$ cat src/rtl/patch_injector.sv
// Injects fake 16-bit read data from the patch store onto the RAM data bus
// during triggered read bursts, after skipping a configurable number of beats.
module patch_injector #(
   parameter logic [15:0] CONFIG_ADDR = 16'h7010
) (
   input  logic        mclk,
   input  logic        reset,
   input  logic [15:0] config_addr,
   input  logic [15:0] config_data,
   input  logic        config_strobe,
   input  logic        patch_trigger,
   input  logic        burst_is_read,
   input  logic        burst_end,
   input  logic        beat_strobe,
   input  logic [15:0] patch_data,
   output logic        patch_data_next,
   output logic [15:0] dq_out,
   output logic        dq_oe,
   output logic [15:0] patch_count
);

   typedef enum logic [1:0] {
      IDLE  = 2'd0,
      WAIT  = 2'd1,
      DRIVE = 2'd2,
      TAIL  = 2'd3
   } state_t;

   state_t      state_q, state_d;
   logic        cfg_en_q, cfg_en_d;
   logic [3:0]  cfg_lat_q, cfg_lat_d;
   logic [7:0]  cfg_max_q, cfg_max_d;
   logic [3:0]  lat_cnt_q, lat_cnt_d;
   logic [7:0]  max_q, max_d;
   logic [7:0]  word_cnt_q, word_cnt_d;
   logic [15:0] dq_out_q, dq_out_d;
   logic        dq_oe_q, dq_oe_d;
   logic [15:0] patch_count_q, patch_count_d;

   logic        accept;
   logic        cfg_write;
   logic [7:0]  word_cnt_inc;
   logic        unused_cfg_bits;

   assign unused_cfg_bits = ^config_data[7:5];

   assign cfg_write    = config_strobe && (config_addr == CONFIG_ADDR);
   assign accept       = patch_trigger && cfg_en_q && burst_is_read;
   assign word_cnt_inc = word_cnt_q + 8'd1;

   // A beat swallowed by a restart or abort must not advance the patch store.
   assign patch_data_next = beat_strobe && (state_q == DRIVE) && !accept && !burst_end;

   assign dq_out      = dq_out_q;
   assign dq_oe       = dq_oe_q;
   assign patch_count = patch_count_q;

   always_comb begin
      state_d       = state_q;
      cfg_en_d      = cfg_en_q;
      cfg_lat_d     = cfg_lat_q;
      cfg_max_d     = cfg_max_q;
      lat_cnt_d     = lat_cnt_q;
      max_d         = max_q;
      word_cnt_d    = word_cnt_q;
      dq_out_d      = dq_out_q;
      dq_oe_d       = dq_oe_q;
      patch_count_d = patch_count_q;

      if (cfg_write) begin
         cfg_en_d  = config_data[0];
         cfg_lat_d = config_data[4:1];
         cfg_max_d = config_data[15:8];
      end

      if (accept) begin
         if (patch_count_q != 16'hFFFF)
            patch_count_d = patch_count_q + 16'd1;
         lat_cnt_d  = cfg_lat_q;
         max_d      = cfg_max_q;
         word_cnt_d = 8'd0;
         dq_oe_d    = 1'b0;
         state_d    = (cfg_lat_q != 4'd0) ? WAIT : DRIVE;
      end else if (burst_end && (state_q != IDLE)) begin
         dq_oe_d = 1'b0;
         state_d = IDLE;
      end else if (beat_strobe) begin
         case (state_q)
            WAIT: begin
               lat_cnt_d = lat_cnt_q - 4'd1;
               if (lat_cnt_q == 4'd1)
                  state_d = DRIVE;
            end
            DRIVE: begin
               dq_out_d   = patch_data;
               dq_oe_d    = 1'b1;
               word_cnt_d = word_cnt_inc;
               // max of zero means unlimited; the word counter simply wraps.
               if ((max_q != 8'd0) && (word_cnt_inc == max_q))
                  state_d = TAIL;
            end
            TAIL: begin
               dq_oe_d = 1'b0;
               state_d = IDLE;
            end
            default: ;
         endcase
      end
   end

   always_ff @(posedge mclk or posedge reset) begin
      if (reset) begin
         state_q       <= IDLE;
         cfg_en_q      <= 1'b0;
         cfg_lat_q     <= 4'd0;
         cfg_max_q     <= 8'd0;
         lat_cnt_q     <= 4'd0;
         max_q         <= 8'd0;
         word_cnt_q    <= 8'd0;
         dq_out_q      <= 16'd0;
         dq_oe_q       <= 1'b0;
         patch_count_q <= 16'd0;
      end else begin
         state_q       <= state_d;
         cfg_en_q      <= cfg_en_d;
         cfg_lat_q     <= cfg_lat_d;
         cfg_max_q     <= cfg_max_d;
         lat_cnt_q     <= lat_cnt_d;
         max_q         <= max_d;
         word_cnt_q    <= word_cnt_d;
         dq_out_q      <= dq_out_d;
         dq_oe_q       <= dq_oe_d;
         patch_count_q <= patch_count_d;
      end
   end

endmodule

$ cat config.mk
export PLATFORM = sky130hd
export DESIGN_NAME = patch_injector
export DESIGN_NICKNAME = d
export VERILOG_FILES = /design/src/rtl/patch_injector.sv
export SDC_FILE = /design/constraint.sdc
export NUM_CORES = 1
export LEC_CHECK = 0
export CAP_MARGIN = 25
export CORE_ASPECT_RATIO = 0.7
export CORE_MARGIN = 3
export CORE_UTILIZATION = 45
export DETAILED_ROUTE_END_ITERATION = 6
export PLACE_DENSITY = 0.83
export SLEW_MARGIN = 30
export SYNTH_ARGS = -nofsm -noshare
export SYNTH_HDL_FRONTEND = slang
export SYNTH_SLANG_ARGS = --single-unit
$ cat constraint.sdc
create_clock -name mclk -period 6.1 [get_ports mclk]
set_input_delay 0.61 -clock mclk [delete_from_list [all_inputs] [get_ports mclk]]
set_output_delay 0.61 -clock mclk [all_outputs]
set_load 0.05 [all_outputs]
==> out/results.md, run 1 <==
* **run status** finished, final reports clean
* **maximum number of pins on one net before global-route repair** 69
* **Final Core Density** 0.6356
* **total of cells resized after clock tree synthesis** 0
* **sum of overflow across all layers after global routing** 0
* **average vias per placed instance** 5.061
* **clock latency on the worst-skew pair** 0.34 ns
* **CP max FO** 17
* **number of hold violations in the final report** 0
* **Hold Slack** 0.4634 ns
* **1st-pass router iterations** 5
* **setup repair after global routing missed its margin** false
* **Post-Syn Instances** 326
* **Setup Crit Path Kind** in2out
* **Clock Root Buffer** sky130_fd_sc_hd__clkbuf_8
* **achievable frequency** 244.4 MHz
* **leakage power** 2.037 nW
* **Sinks on Clock Net** 68
* **worst min-delay path startpoint** cfg_max_q[6]
* **Cell Count, Final, Fillers Out** 508
* **buffer depth of the longest clock path** 2
* **number of buffers inserted during clock tree synthesis** 9
* **synthesis-to-finish area growth** 35.31%
* **commonest non-fill, non-tap cells in the layout** sky130_fd_sc_hd__nand2_1, sky130_fd_sc_hd__clkdlybuf4s50_1, sky130_fd_sc_hd__dfrtp_1
* **first-iteration detailed-routing DRC count** 114
* **Initial Utilization** 0.4697
* **launch point of the critical path** burst_end
* **H-tree depth** 3
* **Worst Skew** 0.009940 ns
* **count of placed standard cells including taps** 493
* **worst setup slack for register-to-register paths** 4.03 ns
* **Max stage delay on crit path** 0.86 ns
* **cell row count** 25
* **Detail Route Antenna Nets** 0
* **post-route minimum period** 4.092 ns
* **kind of end point of the critical path** output port
* **data required time at the worst endpoint** 5.49 ns
* **share of the clock period used by the worst path** 0.6709
* **Chip Height** 76.59 um
* **CORE AREA** 0.006819 mm2
* **Non-Filler Cell Area, Final** 0.004334 mm2
* **routability-driven placement congestion ratio** 0.8272
* **global-route total usage across every layer** 0.1862
* **final number of setup-violating endpoints** 0
* **number of max-cap violations** 0
* **actual transition at the worst max-transition pin** 0.8574 ns
* **worst endpoint data arrival time** 3.48 ns
* **total negative setup slack** 0 ns
* **Critical R2R Capture** dq_out[13]
* **Detailed Route WL** 7.125 mm
* **clock tree from TritonCTS** done
* **number of antenna violations at the first check in global routing** 0
* **count of vias placed by the detailed router** 2,571
* **Avg Synthesized Cell Area** 9.825 um2
* **Post-layout nets** 469
* **I/O Buffers** 85
* **syn nets** 385
* **Crit Reg-Reg Startpoint** cfg_en_q
* **number of global-route vias before repair** 2,552
* **Max IR drop VDD** 0.0001309 V
* **pwr dens** 208.2 mW/mm2
* **Most common cell on crit path** sky130_fd_sc_hd__clkdlybuf4s50_1
* **critical path, cell by cell** clkdlybuf4s50_1 > nand4bb_1 > nand2b_1 > inv_2 > clkdlybuf4s50_1
* **master of the slowest instance on the critical path** sky130_fd_sc_hd__clkdlybuf4s50_1
* **number of setup buffers added after CTS** 0
* **Worst Setup EP** patch_data_next
* **clock edge transition at the registers on the reported setup and hold paths** 0.07 ns
* **most common cell after layout, fill and taps aside** sky130_fd_sc_hd__nand2_1
* **worst slew margin relative to its limit** 0.4241
* **final antenna diode count** 0
* **sequential element share of the synthesized area** 0.5313
* **DRC errors left** 0
* **number of unique standard cell types used by synthesis** 43
* **post-detailed-route wirelength per cell** 14.03 um
* **post-DP HPWL** 5.277 mm
* **die area** 0.008182 mm2
* **die span in x** 106.8 um
* **first-pass GRT wire length** 12.15 mm
* **Slew Viols, Final** 0
* **number of cell instances on the worst register-to-register path** 5
* **number of primary I/O pins** 89
* **# hold bufs at CTS** 0
* **Tightest Hold Check Type** reg2reg
* **post-synthesis register bit count** 68
* **number of warnings printed during yosys synthesis** 0
* **category of the worst setup path launch point** input pin
* **Netlist Area Pre-Place** 0.003203 mm2
* **fraction of layout cells with a size suffix above 1** 0.07246
* **post-place instance area** 0.004119 mm2
worst min path at each step:
| stage | end | slack, ns | depth (start not counted) |
|---|---|---|---|
| 4_1_cts | max_q[6] | 0.47 | 2 |
| 3_3_place_gp | max_q[5] | 0.45 | 2 |
| 6_report | max_q[6] | 0.46 | 2 |
| 2_1_floorplan | max_q[0] | 0.43 | 2 |
| 3_5_place_dp | max_q[6] | 0.45 | 2 |
| 5_1_grt | max_q[6] | 0.50 | 2 |
critical path, delay by kind of cell:
kind	cells	cell delay [ns]
buffers and inverters	3	1.77
and+or+nand+nor	2	1.08
power by group:
group          leakage, nW  internal [mW]  total, mW  switching (mW)
registers            0.950          0.451      0.451        0.000296
clock network        0.109          0.239      0.404           0.165
logic                0.977         0.0306     0.0466          0.0160
total                 2.04          0.721      0.902           0.181
cells by family (layout without fill, tap and decap cells):
logic type / after synthesis / after routing / share of synthesized area
AO/OA/AOI/OAI: 27 / 27 / 0.05390
XOR/XNOR: 31 / 31 / 0.08477
adder cells (fa/ha/maj): 4 / 4 / 0.01563
buffers and inverters: 19 / 107 / 0.02695
flip-flops: 68 / 68 / 0.5312
multiplexers: 16 / 16 / 0.05547
AND/OR/NAND/NOR: 161 / 161 / 0.2320
cell usage after synthesis, drive strengths merged:
cell type  number  area [um2]
clkbuf          6       22.52
a21oi           9       45.04
nand2          91       341.6
and4            2       17.52
o22a            1       10.01
nor2           22       82.58
nand4bb         2       22.52
inv             5       18.76
o211ai          2       15.01
a211oi          2       15.01
a41oi           1       8.760
nor2b           1       6.260
a21o            1       7.510
and3            5       31.28
or4             3       22.52
o21ai           6       30.02
o21a            1       7.510
nand4           5       31.28
o2111a          1       11.26
mux2i           2       20.02
nand3          11       55.05
nor3            7       35.03
nand3b          1       7.510
nand2b          1       6.260
a21boi          1       7.510
nor4            6       52.55
buf             8       45.04
ha              4       50.05
nor4bb          1       10.01
or2             1       6.260
or3             1       6.260
xnor2          18       157.7
o31ai           2       15.01
dfrtp          68        1702
mux2           14       157.6
nor4b           1       8.760
xor2           13       113.9
cell type report:
class | count | area [um2]
timing repair buffer | 87 | 865.8
fill | 583 | 2485
sequential | 68 | 1702
clock inverter | 4 | 73.82
inverter | 5 | 18.77
multi-input combinational | 239 | 1415
clock buffer | 11 | 141.4
tap | 94 | 117.6
state kept, by name (all words and copies together) (netlist names):
signal,flops
max_q,8
cfg_en_q,1
cfg_lat_q,4
dq_out,16
state_q,2
cfg_max_q,8
patch_count,16
dq_oe,1
lat_cnt_q,4
word_cnt_q,8
per-layer routing:
layer,vias to the layer above,wire (um),GRT usage
met5,-,0,0
met3,11,405,0.05250
met2,70,3215,0.2852
met1,1223,3415,0.2554
li1,1267,-,-
met4,0,88,0.06258
per-stage QoR:
stage | total power, mW | setup slack (ns)
3_3_place_gp | 0.5065 | 2.005
2_1_floorplan | 0.4706 | 3.652
6_report | 0.9024 | 2.008
4_1_cts | 0.9137 | 1.987
5_1_grt | 0.9361 | 1.794
3_5_place_dp | 0.5075 | 1.991
No activity file was read; power rests on OpenSTA's default activity.
==> run 2: changes to the inputs <==
==> constraint.sdc (replaced) <==
create_clock -name mclk -period 4.2 [get_ports mclk]
set_input_delay 0.42 -clock mclk [delete_from_list [all_inputs] [get_ports mclk]]
set_output_delay 0.42 -clock mclk [all_outputs]
set_load 0.05 [all_outputs]
==> run 2 against run 1 <==
  * Clock power rose by 49%
  * Sequential power increased by 45%
  * Critical endpoint unchanged
  * Die area unchanged
==> out/results.md, run 2 (synthesis results as in run 1) <==
* **cell row count** 25, unchanged
* **Most common cell on crit path** sky130_fd_sc_hd__clkdlybuf4s50_1
* **CP max FO** 17, unchanged
* **number of max-cap violations** 0, unchanged
* **number of global-route vias before repair** 2,613, +2.4%
* **1st-pass router iterations** 4, -1
* **Final Core Density** 0.6395, +0.003854
* **Max stage delay on crit path** 0.86 ns, about the same
* **Post-layout nets** 471, +0.43%
* **die span in x** 106.8 um, unchanged
* **master of the slowest instance on the critical path** sky130_fd_sc_hd__clkdlybuf4s50_1
* **final number of setup-violating endpoints** 0, unchanged
* **clock edge transition at the registers on the reported setup and hold paths** 0.07 ns, about the same
* **grt met1 use** 0.2653, +0.009974
* **achievable frequency** 300.6 MHz
* **total negative setup slack** 0 ns, unchanged
* **post-DP HPWL** 5.207 mm, -1.3%
* **count of vias placed by the detailed router** 2,570, -0.039%
* **Tightest Hold Check Type** reg2reg
* **global-route total usage across every layer** 0.1917, +0.005524
* **Sinks on Clock Net** 68, unchanged
* **number of antenna violations at the first check in global routing** 0, unchanged
* **Worst Skew** 0.004593 ns, -0.005347 ns
* **# hold bufs at CTS** 0, unchanged
* **routability-driven placement congestion ratio** 0.8382, +1.3%
* **data required time at the worst endpoint** 3.78 ns, -1.71 ns
* **first-pass GRT wire length** 12.38 mm, +1.9%
* **synthesis-to-finish area growth** 36.13%
* **Chip Height** 76.59 um, unchanged
* **fraction of layout cells with a size suffix above 1** 0.08153, +0.009071
* **maximum number of pins on one net before global-route repair** 50, -28%
* **kind of end point of the critical path** output port
* **H-tree depth** 3, unchanged
* **share of the clock period used by the worst path** 0.7920
* **clock latency on the worst-skew pair** 0.35 ns, about the same
* **total of cells resized after clock tree synthesis** 0, unchanged
* **I/O Buffers** 85, unchanged
* **number of hold violations in the final report** 0, unchanged
* **Slew Viols, Final** 0, unchanged
* **DRC errors left** 0, unchanged
* **number of stages on the worst setup path** 5, unchanged
* **average vias per placed instance** 5.029, -0.63%
* **Clock Root Buffer** sky130_fd_sc_hd__clkbuf_8
* **commonest non-fill, non-tap cells in the layout** sky130_fd_sc_hd__nand2_1, sky130_fd_sc_hd__clkdlybuf4s50_1, sky130_fd_sc_hd__dfrtp_1
* **die area** 0.008182 mm2, unchanged
* **sum of overflow across all layers after global routing** 0, unchanged
* **CORE AREA** 0.006819 mm2, unchanged
* **post-detailed-route wirelength per cell** 14.13 um, +0.77%
* **number of buffers inserted during clock tree synthesis** 9, unchanged
* **post-route minimum period** 3.326 ns
* **family with the most delay on the worst path** buffers and inverters
* **final antenna diode count** 0, unchanged
* **number of setup buffers added after CTS** 0, unchanged
* **category of the worst setup path launch point** input pin
* **met2 Use GR** 0.2896, +0.004397
* **clock tree from TritonCTS** done
* **Detail Route Antenna Nets** 0, unchanged
* **Setup Crit Path Kind** in2out
* **worst endpoint data arrival time** 2.91 ns, -0.57 ns
* **Hold Path Depth** 2, unchanged
* **critical path, cell by cell** clkdlybuf4s50_1 > nand4bb_1 > nand2b_1 > inv_2 > clkdlybuf4s50_1
* **most common cell after layout, fill and taps aside** sky130_fd_sc_hd__nand2_1
* **buffer depth of the longest clock path** 2, unchanged
* **number of cell instances on the worst register-to-register path** 5, unchanged
* **Detailed Route WL** 7.222 mm, +1.4%
* **first-iteration detailed-routing DRC count** 113, -0.88%
* **Max IR drop VDD** 0.0001916 V, +46%
* **number of primary I/O pins** 89, unchanged
* **setup repair after global routing missed its margin** false
* **CP Buf/Inv Count** 3, unchanged
* **Initial Utilization** 0.4697, unchanged
* **run status** finished, final reports clean
* **worst slew margin relative to its limit** 0.4293, +0.005219
* **pwr dens** 303.8 mW/mm2, +46%
* **met3 Usage GRT** 0.07367, +0.02117
* **actual transition at the worst max-transition pin** 0.8496 ns, -0.007771 ns
* **leakage power** 2.049 nW, +0.58%
* **GRT Max-Usage Layer** met2
run 2: changes by cell type in the layout (fill, tap and decap cells not counted):
cell,delta
sky130_fd_sc_hd__buf_4,+2
sky130_fd_sc_hd__clkbuf_1,-1
sky130_fd_sc_hd__clkinv_2,+1
sky130_fd_sc_hd__clkinv_4,-1
sky130_fd_sc_hd__clkinvlp_4,+1
sky130_fd_sc_hd__inv_2,-1
sky130_fd_sc_hd__inv_4,+1
sky130_fd_sc_hd__inv_6,+1
run 2: through the flow:
step,worst slack [ns],instances,hold slack (ns),power (mW),instance area (um2)
final,0.8735,511,0.4707,1.325,4360
after global routing,0.7528,511,0.5094,1.378,4360
after CTS,0.8936,511,0.4786,1.337,4360
after detailed placement,0.8956,495,0.4597,0.7371,4136
after global placement,0.9441,495,0.4497,0.7356,4134
after floorplan,2.068,326,0.4315,0.6835,3203
run 2: worst register-to-register path, stage by stage, from the launching register on:
cell and delay, ns:
sky130_fd_sc_hd__dfrtp_1 0.45, sky130_fd_sc_hd__ha_1 0.35, sky130_fd_sc_hd__xor2_1 0.16, sky130_fd_sc_hd__or4_1 0.46
sky130_fd_sc_hd__or4_1 0.47, sky130_fd_sc_hd__o21ai_1 0.12
run 2: cell type report:
type	instances	area, um2
multi-input combinational	239	1415
tap	94	117.6
sequential	68	1702
inverter	5	21.27
clock inverter	6	86.33
clock buffer	10	137.6
fill	575	2459
timing repair buffer	89	880.8
run 2: power breakdown:
part,switching [mW],total [mW],leakage [nW],internal [mW]
Combinational,0.0237,0.0683,0.986,0.0446
Clock,0.251,0.601,0.113,0.350
Sequential,0.000428,0.655,0.950,0.655
Total,0.275,1.32,2.05,1.05
run 2: path summary, 6_finish.rpt:
check	start	to	slack [ns]
worst max-delay path	burst_end	patch_data_next	0.87
worst max register to register	word_cnt_q[0]	state_q[0]	2.12
worst min register to register	cfg_max_q[4]	max_q[4]	0.47
worst min-delay path	cfg_max_q[4]	max_q[4]	0.47
max in group asynchronous	reset	max_q[0]	2.99
min in group asynchronous	reset	dq_out[15]	0.50
run 2: layer usage:
| layer | up-vias | wire length (um) | part of all wire |
|---|---|---|---|
| li1 | 1270 | - | - |
| met1 | 1221 | 3360 | 0.47 |
| met2 | 73 | 3335 | 0.46 |
| met3 | 6 | 478 | 0.066 |
| met4 | 0 | 48 | 0.0066 |
| met5 | - | 0 | 0 |
